`src/rtl/mux_arb_pkg.sv`:
```
// Shared types for the round-robin mux arbiter: FSM states, requester IDs
// and the {valid, id} tag carried alongside each beat through the mux.
package mux_arb_pkg;

  typedef enum logic [1:0] {
    IDLE    = 2'd0,
    SERVE_A = 2'd1,
    SERVE_B = 2'd2
  } arb_state_t;

  localparam logic ID_A = 1'b0;
  localparam logic ID_B = 1'b1;

  typedef struct packed {
    logic vld;
    logic id;
  } arb_tag_t;

  // Serving state that corresponds to a requester ID.
  function automatic arb_state_t serve_state(input logic id);
    return (id == ID_B) ? SERVE_B : SERVE_A;
  endfunction

endpackage

```
`src/rtl/mux_arb_tag_pipe.sv`:
```
// Fixed-depth shift register of arb_tag_t. It runs in lock-step with the
// external registered mux, so the tag leaving the last stage describes the
// word currently on the mux output. It never stalls; a synchronous reset
// drops every in-flight tag.
module mux_arb_tag_pipe
  import mux_arb_pkg::*;
#(
  parameter int DEPTH = 2
) (
  input  logic     i_clk,
  input  logic     i_srst,
  input  arb_tag_t i_tag,
  output arb_tag_t o_tag
);

  arb_tag_t [DEPTH-1:0] r_stage;
  arb_tag_t [DEPTH-1:0] w_stage_d;

  // Stage 0 loads the new tag; each later stage takes its predecessor.
  assign w_stage_d[0] = i_tag;

  generate
    for (genvar gi = 1; gi < DEPTH; gi++) begin : g_link
      assign w_stage_d[gi] = r_stage[gi-1];
    end
  endgenerate

  // Advance the whole pipe every cycle; reset clears all stages.
  always_ff @(posedge i_clk) begin
    if (i_srst) begin
      r_stage <= '0;
    end else begin
      r_stage <= w_stage_d;
    end
  end

  assign o_tag = r_stage[DEPTH-1];

endmodule

```
`src/rtl/mux_arbiter.sv`:
```
// Round-robin arbiter in front of a registered 2:1 mux datapath.
// Two requesters (A, B) hand over beats with valid/ready. At most one beat is
// accepted per cycle and steered through the mux. A tag pipe matching the mux
// latency returns each mux output with a valid flag and the requester ID.
// Optional feature: define MUX_ARB_STATS_EN to add saturating per-requester
// accepted-beat counters on o_cnt_a / o_cnt_b.
module mux_arbiter
  import mux_arb_pkg::*;
#(
  parameter int DW          = 32,
  parameter int MAX_BURST   = 4,
  parameter int MUX_LATENCY = 2
) (
  input  logic          i_clk,
  input  logic          i_reset,
  input  logic          i_a_valid,
  input  logic [DW-1:0] i_a_data,
  output logic          o_a_ready,
  input  logic          i_b_valid,
  input  logic [DW-1:0] i_b_data,
  output logic          o_b_ready,
  output logic [DW-1:0] o_mux_a,
  output logic [DW-1:0] o_mux_b,
  output logic          o_mux_sel,
  output logic          o_mux_in_val,
  input  logic [DW-1:0] i_mux_out,
  output logic          o_out_valid,
  output logic          o_out_id,
  output logic [DW-1:0] o_out_data
`ifdef MUX_ARB_STATS_EN
  ,
  output logic [15:0]   o_cnt_a,
  output logic [15:0]   o_cnt_b
`endif
);

  // Burst counter must hold 0..MAX_BURST-1 and still work for MAX_BURST=1.
  localparam int CW = $clog2(MAX_BURST) + 1;
  localparam logic [CW-1:0] BURST_LAST = CW'(MAX_BURST - 1);

  arb_state_t    r_state;
  logic          r_last;
  logic [CW-1:0] r_burst_cnt;

  logic     w_serving;
  logic     w_cur_id;
  logic     w_cur_valid;
  logic     w_oth_valid;
  logic     w_acc;
  logic     w_burst_end;
  arb_tag_t w_tag_in;
  arb_tag_t w_tag_out;

  // Readies are pure decodes of the state register, never of the valids.
  assign o_a_ready = (r_state == SERVE_A);
  assign o_b_ready = (r_state == SERVE_B);

  // View of the requester being served and of the one waiting.
  assign w_serving   = (r_state == SERVE_A) || (r_state == SERVE_B);
  assign w_cur_id    = (r_state == SERVE_B) ? ID_B : ID_A;
  assign w_cur_valid = (r_state == SERVE_B) ? i_b_valid : i_a_valid;
  assign w_oth_valid = (r_state == SERVE_B) ? i_a_valid : i_b_valid;

  assign w_acc       = w_serving && w_cur_valid;
  assign w_burst_end = (r_burst_cnt == BURST_LAST);

  // Round-robin grant FSM with burst limiting and bubble-free handover.
  always_ff @(posedge i_clk) begin
    if (i_reset) begin
      r_state     <= IDLE;
      r_last      <= ID_B;          // so A wins the first tie
      r_burst_cnt <= '0;
    end else begin
      case (r_state)
        IDLE: begin
          r_burst_cnt <= '0;
          if (i_a_valid && i_b_valid) begin
            r_state <= serve_state(!r_last);
          end else if (i_a_valid) begin
            r_state <= SERVE_A;
          end else if (i_b_valid) begin
            r_state <= SERVE_B;
          end
        end
        SERVE_A, SERVE_B: begin
          if (w_cur_valid) begin
            if (w_burst_end) begin
              // Burst full: hand over if the other side waits, else restart.
              r_burst_cnt <= '0;
              if (w_oth_valid) begin
                r_state <= serve_state(!w_cur_id);
                r_last  <= w_cur_id;
              end
            end else begin
              r_burst_cnt <= r_burst_cnt + 1'b1;
            end
          end else begin
            // Current requester went quiet: switch directly or fall to idle.
            r_burst_cnt <= '0;
            r_last      <= w_cur_id;
            r_state     <= w_oth_valid ? serve_state(!w_cur_id) : IDLE;
          end
        end
        default: begin
          r_state     <= IDLE;
          r_burst_cnt <= '0;
        end
      endcase
    end
  end

  // Both data paths go straight to the mux; select follows the grant.
  assign o_mux_a      = i_a_data;
  assign o_mux_b      = i_b_data;
  assign o_mux_sel    = (r_state == SERVE_B);
  assign o_mux_in_val = w_acc;

  assign w_tag_in.vld = w_acc;
  assign w_tag_in.id  = w_cur_id;

  mux_arb_tag_pipe #(
    .DEPTH (MUX_LATENCY)
  ) u_tag_pipe (
    .i_clk  (i_clk),
    .i_srst (i_reset),
    .i_tag  (w_tag_in),
    .o_tag  (w_tag_out)
  );

  assign o_out_valid = w_tag_out.vld;
  assign o_out_id    = w_tag_out.id;
  assign o_out_data  = i_mux_out;

`ifdef MUX_ARB_STATS_EN
  logic [15:0] r_cnt_a;
  logic [15:0] r_cnt_b;

  // Saturating accepted-beat counters, one per requester.
  always_ff @(posedge i_clk) begin
    if (i_reset) begin
      r_cnt_a <= '0;
      r_cnt_b <= '0;
    end else if (w_acc) begin
      if (w_cur_id == ID_A) begin
        if (r_cnt_a != 16'hFFFF) r_cnt_a <= r_cnt_a + 16'd1;
      end else begin
        if (r_cnt_b != 16'hFFFF) r_cnt_b <= r_cnt_b + 16'd1;
      end
    end
  end

  assign o_cnt_a = r_cnt_a;
  assign o_cnt_b = r_cnt_b;
`endif

endmodule

```
`config.mk`:
```
export PLATFORM = sky130hd
export DESIGN_NAME = mux_arbiter
export DESIGN_NICKNAME = d
export VERILOG_FILES = /design/src/rtl/mux_arb_pkg.sv /design/src/rtl/mux_arb_tag_pipe.sv /design/src/rtl/mux_arbiter.sv
export SDC_FILE = /design/constraint.sdc
export NUM_CORES = 1
export LEC_CHECK = 0
export ABC_AREA = 1
export BUFFER_PORTS_ARGS = -buffer_cell sky130_fd_sc_hd__buf_2
export CAP_MARGIN = 30
export CORE_AREA = 2 2 78 80
export CTS_CLUSTER_SIZE = 16
export DETAILED_ROUTE_END_ITERATION = 8
export DIE_AREA = 0 0 80 82
export GPL_ROUTABILITY_DRIVEN = 0
export PLACE_DENSITY = 0.7
export SLEW_MARGIN = 20
export SYNTH_ARGS = -nofsm -noshare
export SYNTH_HDL_FRONTEND = slang
export SYNTH_SLANG_ARGS = --single-unit
```
`constraint.sdc`:
```
create_clock -name i_clk -period 1.95 [get_ports i_clk]
set_input_delay 0.39 -clock i_clk [delete_from_list [all_inputs] [get_ports i_clk]]
set_output_delay 0.39 -clock i_clk [all_outputs]
set_load 0.01 [all_outputs]
```
==> impl_metrics.env, run 1 <==
export IMPL_timing_final_crit_share=0.935
export IMPL_ctsRootBufferMaster="clkbuf_8"
export IMPL_fill_cells=676
export IMPL_synth_top_cells_by_area="buf_4 57%, dfxtp_1 16%, ha_1 6.9%, nor2_1 4.1%, inv_1 2.7%"
export IMPL_critical_path_class="reg2out"
export IMPL_cp_slowest_stage_delay_ns=0.36
export IMPL_outcome="complete, no violations"
export IMPL_setup_tns_ns=0
export IMPL_path_buf_inv=3
export IMPL_slew_viol_final=0
export IMPL_powerDensity_nw_per_um2=1360
export IMPL_clock_latency_ns=0.23
export IMPL_post_cts_setup_buffer_count=0
export IMPL_worstMarginPinSlew_ns=0.203
export IMPL_boundaryPins=202
export IMPL_drc=0
export IMPL_max_slew_margin_rel=0.865
export IMPL_grt_pass1_wl_mm=2.97
export IMPL_drt_iter0_markers=9
export IMPL_area_delta_synth_final_pct=-42.3
export IMPL_finalClockSkew_ns=0.00169
export IMPL_hold_violations=0
export IMPL_vias_per_cell=3.63
export IMPL_fmax_ghz=0.549
export IMPL_cts_clk_slew_worst_paths_ns=0.05
export IMPL_synth_top_area_share=0.572
export IMPL_critPathLaunchType="register"
export IMPL_synth_top_area_cell="buf_4"
export IMPL_dieArea_sq_um=6560
export IMPL_wl_per_cell_microns=12.9
export IMPL_path_delay_family="buffers and inverters"
export IMPL_endpoint_kind="output port"
export IMPL_nets=192
export IMPL_syn_nets=276
export IMPL_ys_seq_elements=10
export IMPL_hp_class="reg2reg"
export IMPL_antennaDiodeCount=0
export IMPL_place_ws_ns=0.324
export IMPL_worst_slack_ns=0.127
export IMPL_cp_cell_sequence="inv_1 -> ha_4 -> bufinv_8 -> nor2_4 -> buf_2"
export IMPL_grt_pass1_vias=586
export IMPL_multiInputGateArea_sq_um=287
export IMPL_peakVddDrop_mv=0.360
export IMPL_h_tree_depth=1
export IMPL_antenna_found_initial=0
export IMPL_clock_path_buffers=2
export IMPL_drv_cap=0
export IMPL_track_usage=0.0622
export IMPL_synth_warnings=0
export IMPL_numPortBuffers=9
export IMPL_p_leak_uw=0.000332
export IMPL_grt_overflow_total=0
export IMPL_syn_cell_area_sq_um=1270
export IMPL_rsz0062_at_grt="false"
export IMPL_cts_tree="done"
export IMPL_avgSynthCellArea_sq_um=7.53
export IMPL_drive_gt1_frac=0.277
export IMPL_cp_max_fo=4
export IMPL_arrival_ns=1.43
export IMPL_setup_violations_final=0
export IMPL_crit_path_top_delay_cell="dfxtp_1"
export IMPL_cp_data_required_time_ns=1.56
export IMPL_drt_wl_total_mm=2.04
export IMPL_postCtsResizedCells=0
export IMPL_syn_inst=169
export IMPL_vias=574
export IMPL_postCtsHoldBufs=0
export IMPL_initial_core_util=0.221
export IMPL_fin_crit_ns=1.82
export IMPL_grt_start_max_net_pins=9
export IMPL_ant_nets=0
export IMPL_core_area_sq_um=5750
export IMPL_clkSinkCount=10
export IMPL_dp_hpwl_mm=1.68
export IMPL_die_y_microns=82
export IMPL_num_rows=28
export IMPL_die_w_microns=80
export IMPL_drtPass1Iterations=3
export IMPL_synth_seq_area_share=0.157
export IMPL_synth_cell_types=16
export IMPL_cts_made_buffers=3
export IMPL_ff_latch_area_sq_um=201
[cell usage in the layout (no fill, tap or decap)]
cell type  instances
a21oi_1            4
dfxtp_1            9
nor2_1            14
inv_1              9
nand2_2            3
clkbuf_8           3
inv_2              4
nand3_1            5
nor3_1             1
ha_4               1
buf_2              9
bufinv_8           1
nor2_4             1
o21ai_1            1
nand2_1            9
dfxtp_2            1
a21boi_0           2
ha_1               6
[metal layers]
| metal | up-vias | track usage | share of wire | routed length (microns) |
|---|---|---|---|---|
| met2 | 48 | 0.0875 | 0.43 | 871 |
| met5 | - | 0 | 0 | 0 |
| met1 | 233 | 0.0361 | 0.26 | 522 |
| met4 | 0 | 0.0932 | 0.12 | 245 |
| li1 | 241 | - | - | - |
| met3 | 52 | 0.0604 | 0.20 | 402 |
[worst min-delay path, cell delays in order, from the launching register on]
cell     delay (ns)
dfxtp_1        0.29
inv_1          0.04
nor2_1         0.03
[final cells by class]
class,count,share of cell area
inverter,14,0.0903
sequential,10,0.274
tap,75,0.128
multi-input combinational,47,0.390
clock buffer,3,0.0562
timing repair buffer,9,0.0613
[cells in the mapped netlist, drive strengths merged]
master   n
buf     97
nor3     1
bufinv   1
dfxtp   10
ha       7
a21boi   2
nor2    15
o21ai    1
a21oi    4
inv     13
nand2   12
nand3    5
clkbuf   1
[logic make-up after synthesis]
family	count (synthesis)	synth area share
AO/OA/AOI/OAI	7	0.0315
flip-flops	10	0.157
AND/OR/NAND/NOR	33	0.115
buffers and inverters	112	0.627
adder cells (fa/ha/maj)	7	0.0688
[state kept, by name, indices dropped and copies added (netlist names)]
name	flops
r_burst_cnt	3
r_state	2
r_last	1
u_tag_pipe.o_tag	2
u_tag_pipe.r_stage	2
[stage by stage]
| step | area, sq um | power (uW) | hold slack (ns) | util | cells |
|---|---|---|---|---|---|
| 2_1_floorplan | 1270 | 870 | 0.388 | - | 169 |
| 3_3_place_gp | 679 | 763 | 0.391 | 0.118 | 155 |
| 3_5_place_dp | 679 | 771 | 0.395 | 0.118 | 155 |
| 4_1_cts | 721 | 984 | 0.401 | 0.125 | 158 |
| 5_1_grt | 734 | 1090 | 0.430 | 0.128 | 158 |
| 6_report | 734 | 997 | 0.400 | 0.128 | 158 |
[report_power, final]
part	internal (uW)	leakage (uW)	switching, uW	total, uW
logic	234	0.000229	277	511
registers	253	0.0000818	25.2	279
clock network	135	0.0000216	73.0	208
total	622	0.000332	375	997
[path summary, 6_finish.rpt]
path | cells after the start | end | slack, ns | startpoint
hold / removal | 2 | u_tag_pipe.o_tag[0] | 0.40 | u_tag_pipe.r_stage[0]
setup / recovery | 5 | o_mux_in_val | 0.13 | r_state[0]
setup reg to reg | 10 | r_state[1] | 0.40 | r_state[0]
hold reg to reg | 2 | u_tag_pipe.o_tag[0] | 0.40 | u_tag_pipe.r_stage[0]
No activity file was read; power rests on OpenSTA's default activity.
==> inputs of run 2 (changes only) <==
--- a/config.mk
+++ b/config.mk
@@ -5,7 +5,6 @@
 export SDC_FILE = /design/constraint.sdc
 export NUM_CORES = 1
 export LEC_CHECK = 0
-export ABC_AREA = 1
 export BUFFER_PORTS_ARGS = -buffer_cell sky130_fd_sc_hd__buf_2
 export CAP_MARGIN = 30
 export CORE_AREA = 2 2 78 80
==> impl_metrics.env, run 2 <==
export IMPL_initial_core_util=0.222
export IMPL_async_flop_share=0
export IMPL_mostFrequentLayoutCells="10 x dfxtp_1, 9 x buf_2, 8 x nor2_1"
export IMPL_clock_path_buffers=2
export IMPL_numPortBuffers=9
export IMPL_powerDensity_nw_per_um2=1350
export IMPL_drt_iter0_markers=30
export IMPL_dieArea_sq_um=6560
export IMPL_postCtsHoldBufs=0
export IMPL_placedCellCount=145
export IMPL_synth_cell_types=23
export IMPL_worstMarginPinSlew_ns=0.252
export IMPL_ctsRootBufferMaster="clkbuf_8"
export IMPL_track_usage=0.0559
export IMPL_p_leak_uw=0.000344
export IMPL_cp_max_fo=4
export IMPL_max_slew_margin_rel=0.831
export IMPL_dp_hpwl_mm=1.36
export IMPL_vias=532
export IMPL_clock_latency_ns=0.23
export IMPL_grt_overflow_total=0
export IMPL_grt_start_max_net_pins=11
export IMPL_ff_latch_area_sq_um=200
export IMPL_syn_nets=265
export IMPL_final_cells=151
export IMPL_fin_crit_ns=1.87
export IMPL_hold_slack_ns=0.424
export IMPL_ant_nets=0
export IMPL_arrival_ns=1.99
export IMPL_hold_violations=0
export IMPL_grt_pass1_vias=545
export IMPL_cts_made_buffers=3
export IMPL_fill_cells=669
export IMPL_nets=184
export IMPL_synth_top_cells_by_area="buf_4 57%, dfxtp_1 16%, ha_1 6.9%, nor2b_1 2.5%, mux2i_1 2.4%"
export IMPL_layout_commonest_cell="dfxtp_1"
export IMPL_syn_inst=158
export IMPL_avgSynthCellArea_sq_um=8.06
export IMPL_drv_cap=0
export IMPL_synth_warnings=0
export IMPL_syn_cell_area_sq_um=1270
export IMPL_core_area_sq_um=5750
export IMPL_finalClockSkew_ns=0.00308
export IMPL_fmax_ghz=0.534
export IMPL_timing_final_crit_share=0.961
export IMPL_wl_per_cell_microns=12.3
export IMPL_synthTopCellsByCount="97 x buf_4, 10 x dfxtp_1, 8 x nor2_1"
export IMPL_ys_seq_elements=10
export IMPL_peakVddDrop_mv=0.351
export IMPL_clkSinkCount=10
export IMPL_antennaDiodeCount=0
export IMPL_critical_path_class="reg2reg"
export IMPL_critPathLaunchType="register"
export IMPL_endpoint_kind="register"
export IMPL_fin_util=0.136
export IMPL_synth_top_area_cell="buf_4"
export IMPL_antenna_found_initial=0
export IMPL_die_y_microns=82
export IMPL_area_delta_synth_final_pct=-38.6
export IMPL_h_tree_depth=1
export IMPL_synth_flop_cell="dfxtp_1"
export IMPL_num_rows=28
export IMPL_hp_class="reg2reg"
export IMPL_boundaryPins=202
export IMPL_drtPass1Iterations=2
export IMPL_outcome="complete, no violations"
export IMPL_cp_data_required_time_ns=2.07
export IMPL_drc=0
export IMPL_synth_top_area_share=0.572
export IMPL_multiInputGateArea_sq_um=339
export IMPL_vias_per_cell=3.52
export IMPL_cts_tree="done"
export IMPL_largest_register="r_burst_cnt"
export IMPL_yosysMostFrequentCell="buf_4"
export IMPL_grt_pass1_wl_mm=2.75
export IMPL_synth_edff_count=0
export IMPL_largest_reg_flops=3
export IMPL_slew_viol_final=0
export IMPL_cts_clk_slew_worst_paths_ns=0.05
export IMPL_drt_wl_total_mm=1.86
export IMPL_drive_gt1_frac=0.276
export IMPL_synth_seq_area_share=0.157
export IMPL_setup_violations_final=0
export IMPL_die_w_microns=80
## run 2: critical path, cell delays in order (launching register included)
cell and delay (ns):
dfxtp_1 0.37, inv_1 0.12, ha_1 0.23, or4b_1 0.53, o21ai_1 0.11, a22oi_2 0.10
mux2_4 0.30
## run 2: report_power, final
| group | switching (uW) | total, uW | internal, uW |
|---|---|---|---|
| Combinational | 268 | 515 | 247 |
| Clock | 75.0 | 252 | 177 |
| Sequential | 37.1 | 291 | 254 |
| Total | 380 | 1060 | 678 |
## run 2: layout make-up
| class | instances | share of cell area |
|---|---|---|
| Clock buffer | 4 | 0.0704 |
| Inverter | 7 | 0.0336 |
| Multi-Input combinational cell | 43 | 0.434 |
| Sequential cell | 10 | 0.256 |
| Tap cell | 75 | 0.120 |
| Timing Repair Buffer | 12 | 0.0864 |
## run 2: logic make-up after synthesis
family | synth area share
AOI/OAI and AO/OA | 0.0530
adders and majority gates | 0.0688
buffers and inverters | 0.595
DFF | 0.157
muxes | 0.0354
and+or+nand+nor | 0.0904
## run 2: what timing repair did
item / in CTS / in global routing
hold endpoints to repair: 0 / 0
gates resized for setup: 0 / 4
pin swaps: 0 / 0
setup endpoints to repair: 1 / 1
setup buffers: 1 / 1
## run 2: final timing paths
path / start / endpoint / slack [ns] / cells after the start
hold / removal: r_burst_cnt[0] / r_burst_cnt[0] / 0.42 / 1
hold reg to reg: r_burst_cnt[0] / r_burst_cnt[0] / 0.42 / 1
setup reg to reg: r_state[0] / r_state[1] / 0.08 / 6
setup / recovery: r_state[0] / r_state[1] / 0.08 / 6
## run 2: per-layer routing
layer / global-route usage / vias up / share of wire
met5: 0 / - / 0
li1: - / 230 / -
met1: 0.0399 / 220 / 0.29
met3: 0.0396 / 36 / 0.15
met2: 0.0850 / 46 / 0.47
met4: 0.0746 / 0 / 0.097
## run 2: through the flow
| stage | TNS (ns) | worst slack (ns) | area (sq um) | power (uW) |
|---|---|---|---|---|
| 2_1_floorplan | 0 | 0.107 | 1270 | 823 |
| 3_3_place_gp | 0 | 0.190 | 688 | 723 |
| 3_5_place_dp | 0 | 0.151 | 688 | 739 |
| 4_1_cts | 0 | 0.00396 | 751 | 1010 |
| 5_1_grt | -0.0199 | -0.0199 | 782 | 1140 |
| 6_report | 0 | 0.0768 | 782 | 1060 |
==> inputs of run 3 (changes only) <==
--- a/config.mk
+++ b/config.mk
@@ -5,6 +5,7 @@
 export SDC_FILE = /design/constraint.sdc
 export NUM_CORES = 1
 export LEC_CHECK = 0
+export ABC_AREA = 1
 export BUFFER_PORTS_ARGS = -buffer_cell sky130_fd_sc_hd__buf_2
 export CAP_MARGIN = 30
 export CORE_AREA = 2 2 78 80
@@ -13,6 +14,7 @@
 export DIE_AREA = 0 0 80 82
 export GPL_ROUTABILITY_DRIVEN = 0
 export PLACE_DENSITY = 0.7
+export RECOVER_POWER = 50
 export SLEW_MARGIN = 20
 export SYNTH_ARGS = -nofsm -noshare
 export SYNTH_HDL_FRONTEND = slang
==> impl_metrics.env, run 3 (synthesis gave the netlist of run 1 again) <==
export IMPL_stdcell_area_sq_um=733
export IMPL_grt_overflow_total=0
export IMPL_arrival_ns=1.43
export IMPL_drt_wl_total_mm=2.04
export IMPL_powerDensity_nw_per_um2=1360
export IMPL_cts_tree="done"
export IMPL_num_rows=28
export IMPL_slew_viol_final=0
export IMPL_finalClockSkew_ns=0.00169
export IMPL_timing_final_crit_share=0.935
export IMPL_h_tree_depth=1
export IMPL_cp_max_fo=4
export IMPL_fill_cells=677
export IMPL_grt_pass1_vias=586
export IMPL_ant_nets=0
export IMPL_clock_path_buffers=2
export IMPL_clkSinkCount=10
export IMPL_holdPathEnd="u_tag_pipe.o_tag[0]"
export IMPL_hold_violations=0
export IMPL_setup_violations_final=0
export IMPL_drc=0
export IMPL_nets=192
export IMPL_ctsRootBufferMaster="clkbuf_8"
export IMPL_critical_path_class="reg2out"
export IMPL_dpl_cell_area_sq_um=679
export IMPL_area_delta_synth_final_pct=-42.4
export IMPL_dieArea_sq_um=6560
export IMPL_drive_gt1_frac=0.265
export IMPL_rsz0062_at_grt="false"
export IMPL_worstMarginPinSlew_ns=0.390
export IMPL_outcome="complete, no violations"
export IMPL_rrSetupSlack_ns=0.40
export IMPL_drt_iter0_markers=9
export IMPL_endpoint_kind="output port"
export IMPL_finalPower_uw=997
export IMPL_largest_reg_flops=3
export IMPL_hold_depth=2
export IMPL_hp_class="reg2reg"
export IMPL_initial_core_util=0.221
export IMPL_max_slew_margin_rel=0.740
export IMPL_critPathLaunchType="register"
export IMPL_die_y_microns=82
export IMPL_dp_hpwl_mm=1.68
export IMPL_setup_tns_ns=0
export IMPL_track_usage=0.0622
export IMPL_fin_crit_ns=1.82
export IMPL_clock_latency_ns=0.23
export IMPL_cts_clk_slew_worst_paths_ns=0.05
export IMPL_core_area_sq_um=5750
export IMPL_reg2reg_depth=10
export IMPL_wl_per_cell_microns=12.9
export IMPL_antenna_found_initial=0
export IMPL_vias=574
export IMPL_cts_made_buffers=3
export IMPL_drv_cap=0
export IMPL_antennaDiodeCount=0
export IMPL_grt_start_max_net_pins=9
export IMPL_min_from="u_tag_pipe.r_stage[0]"
export IMPL_vias_per_cell=3.63
export IMPL_mostFrequentLayoutCells="14 x nor2_1, 9 x inv_1, 9 x nand2_1, 9 x dfxtp_1, 8 x buf_2"
export IMPL_cp_data_required_time_ns=1.56
export IMPL_r2r_start="r_state[0]"
export IMPL_largest_register="r_burst_cnt"
export IMPL_p_leak_uw=0.000329
export IMPL_die_w_microns=80
export IMPL_timing_rr_end="r_state[1]"
export IMPL_postCtsHoldBufs=0
export IMPL_numPortBuffers=9
export IMPL_peakVddDrop_mv=0.360
export IMPL_fmax_ghz=0.549
export IMPL_boundaryPins=202
export IMPL_grt_pass1_wl_mm=2.97
export IMPL_layout_commonest_cell="nor2_1"
export IMPL_drtPass1Iterations=3
==> run 3: changes by cell type in the layout (fill, tap and decap cells not counted), moves of 2 or more <==
cell / previous run / this run
nand2_2: 0 / 3
nand2_1: 3 / 9
nand3_1: 0 / 5
mux2i_1: 2 / 0
inv_2: 0 / 4
nor2_1: 8 / 14
nor2b_1: 5 / 0
buf_4: 3 / 0
inv_1: 7 / 9
a21oi_1: 1 / 4
o21ai_0: 3 / 0
==> run 3: timing repair <==
action,4_1_cts,5_1_grt
setup buffers,0,0
endpoints found under the hold margin,0,0
setup endpoints to repair,0,1
resized for setup,0,2
==> run 3: routing by layer <==
| metal | routed length, microns | vias to the layer above | track usage |
|---|---|---|---|
| li1 | - | 241 | - |
| met1 | 522 | 233 | 0.0361 |
| met2 | 868 | 48 | 0.0875 |
| met3 | 401 | 52 | 0.0604 |
| met4 | 245 | 0 | 0.0932 |
| met5 | 0 | - | 0 |
==> run 3: final cells by class <==
cell class	count	area, sq um	share of cell area
flip-flops and latches	10	201	0.275
repair buffers	9	43.8	0.0597
multi-input cells	47	287	0.391
inverters	14	66.3	0.0904
clock buffers	3	41.3	0.0563
well taps	75	93.8	0.128
==> run 3: worst max path at each step <==
| stage | startpoint | end | slack (ns) | cells past startpoint |
|---|---|---|---|---|
| 4_1_cts | r_state[1] | o_mux_in_val | 0.07 | 5 |
| 2_1_floorplan | r_state[1] | r_state[0] | 0.48 | 9 |
| 3_3_place_gp | r_state[1] | o_mux_in_val | 0.38 | 5 |
| 6_report | r_state[0] | o_mux_in_val | 0.13 | 5 |
| 3_5_place_dp | r_state[1] | o_mux_in_val | 0.32 | 5 |
| 5_1_grt | r_state[0] | o_mux_in_val | 0.01 | 6 |
==> run 3: report_power, final <==
| group | total, uW | leakage [uW] | internal, uW | switching (uW) |
|---|---|---|---|---|
| clock | 208 | 0.0000216 | 135 | 73.0 |
| sequential | 279 | 0.0000818 | 253 | 25.2 |
| combinational | 511 | 0.000226 | 234 | 277 |
| total | 997 | 0.000329 | 622 | 375 |
==> run 3: per-stage QoR <==
stage	cells	setup slack, ns	utilization	hold slack (ns)
4_1_cts	158	0.0671	0.125	0.401
6_report	158	0.128	0.128	0.400
5_1_grt	158	0.0140	0.128	0.430
2_1_floorplan	169	0.483	-	0.388
3_3_place_gp	155	0.380	0.118	0.391
3_5_place_dp	155	0.324	0.118	0.395
==> run 3: critical path: stages (launching register included) <==
cell	delay [ns]
dfxtp_1	0.36
inv_1	0.12
ha_4	0.29
bufinv_8	0.18
nor2_4	0.12
buf_2	0.14
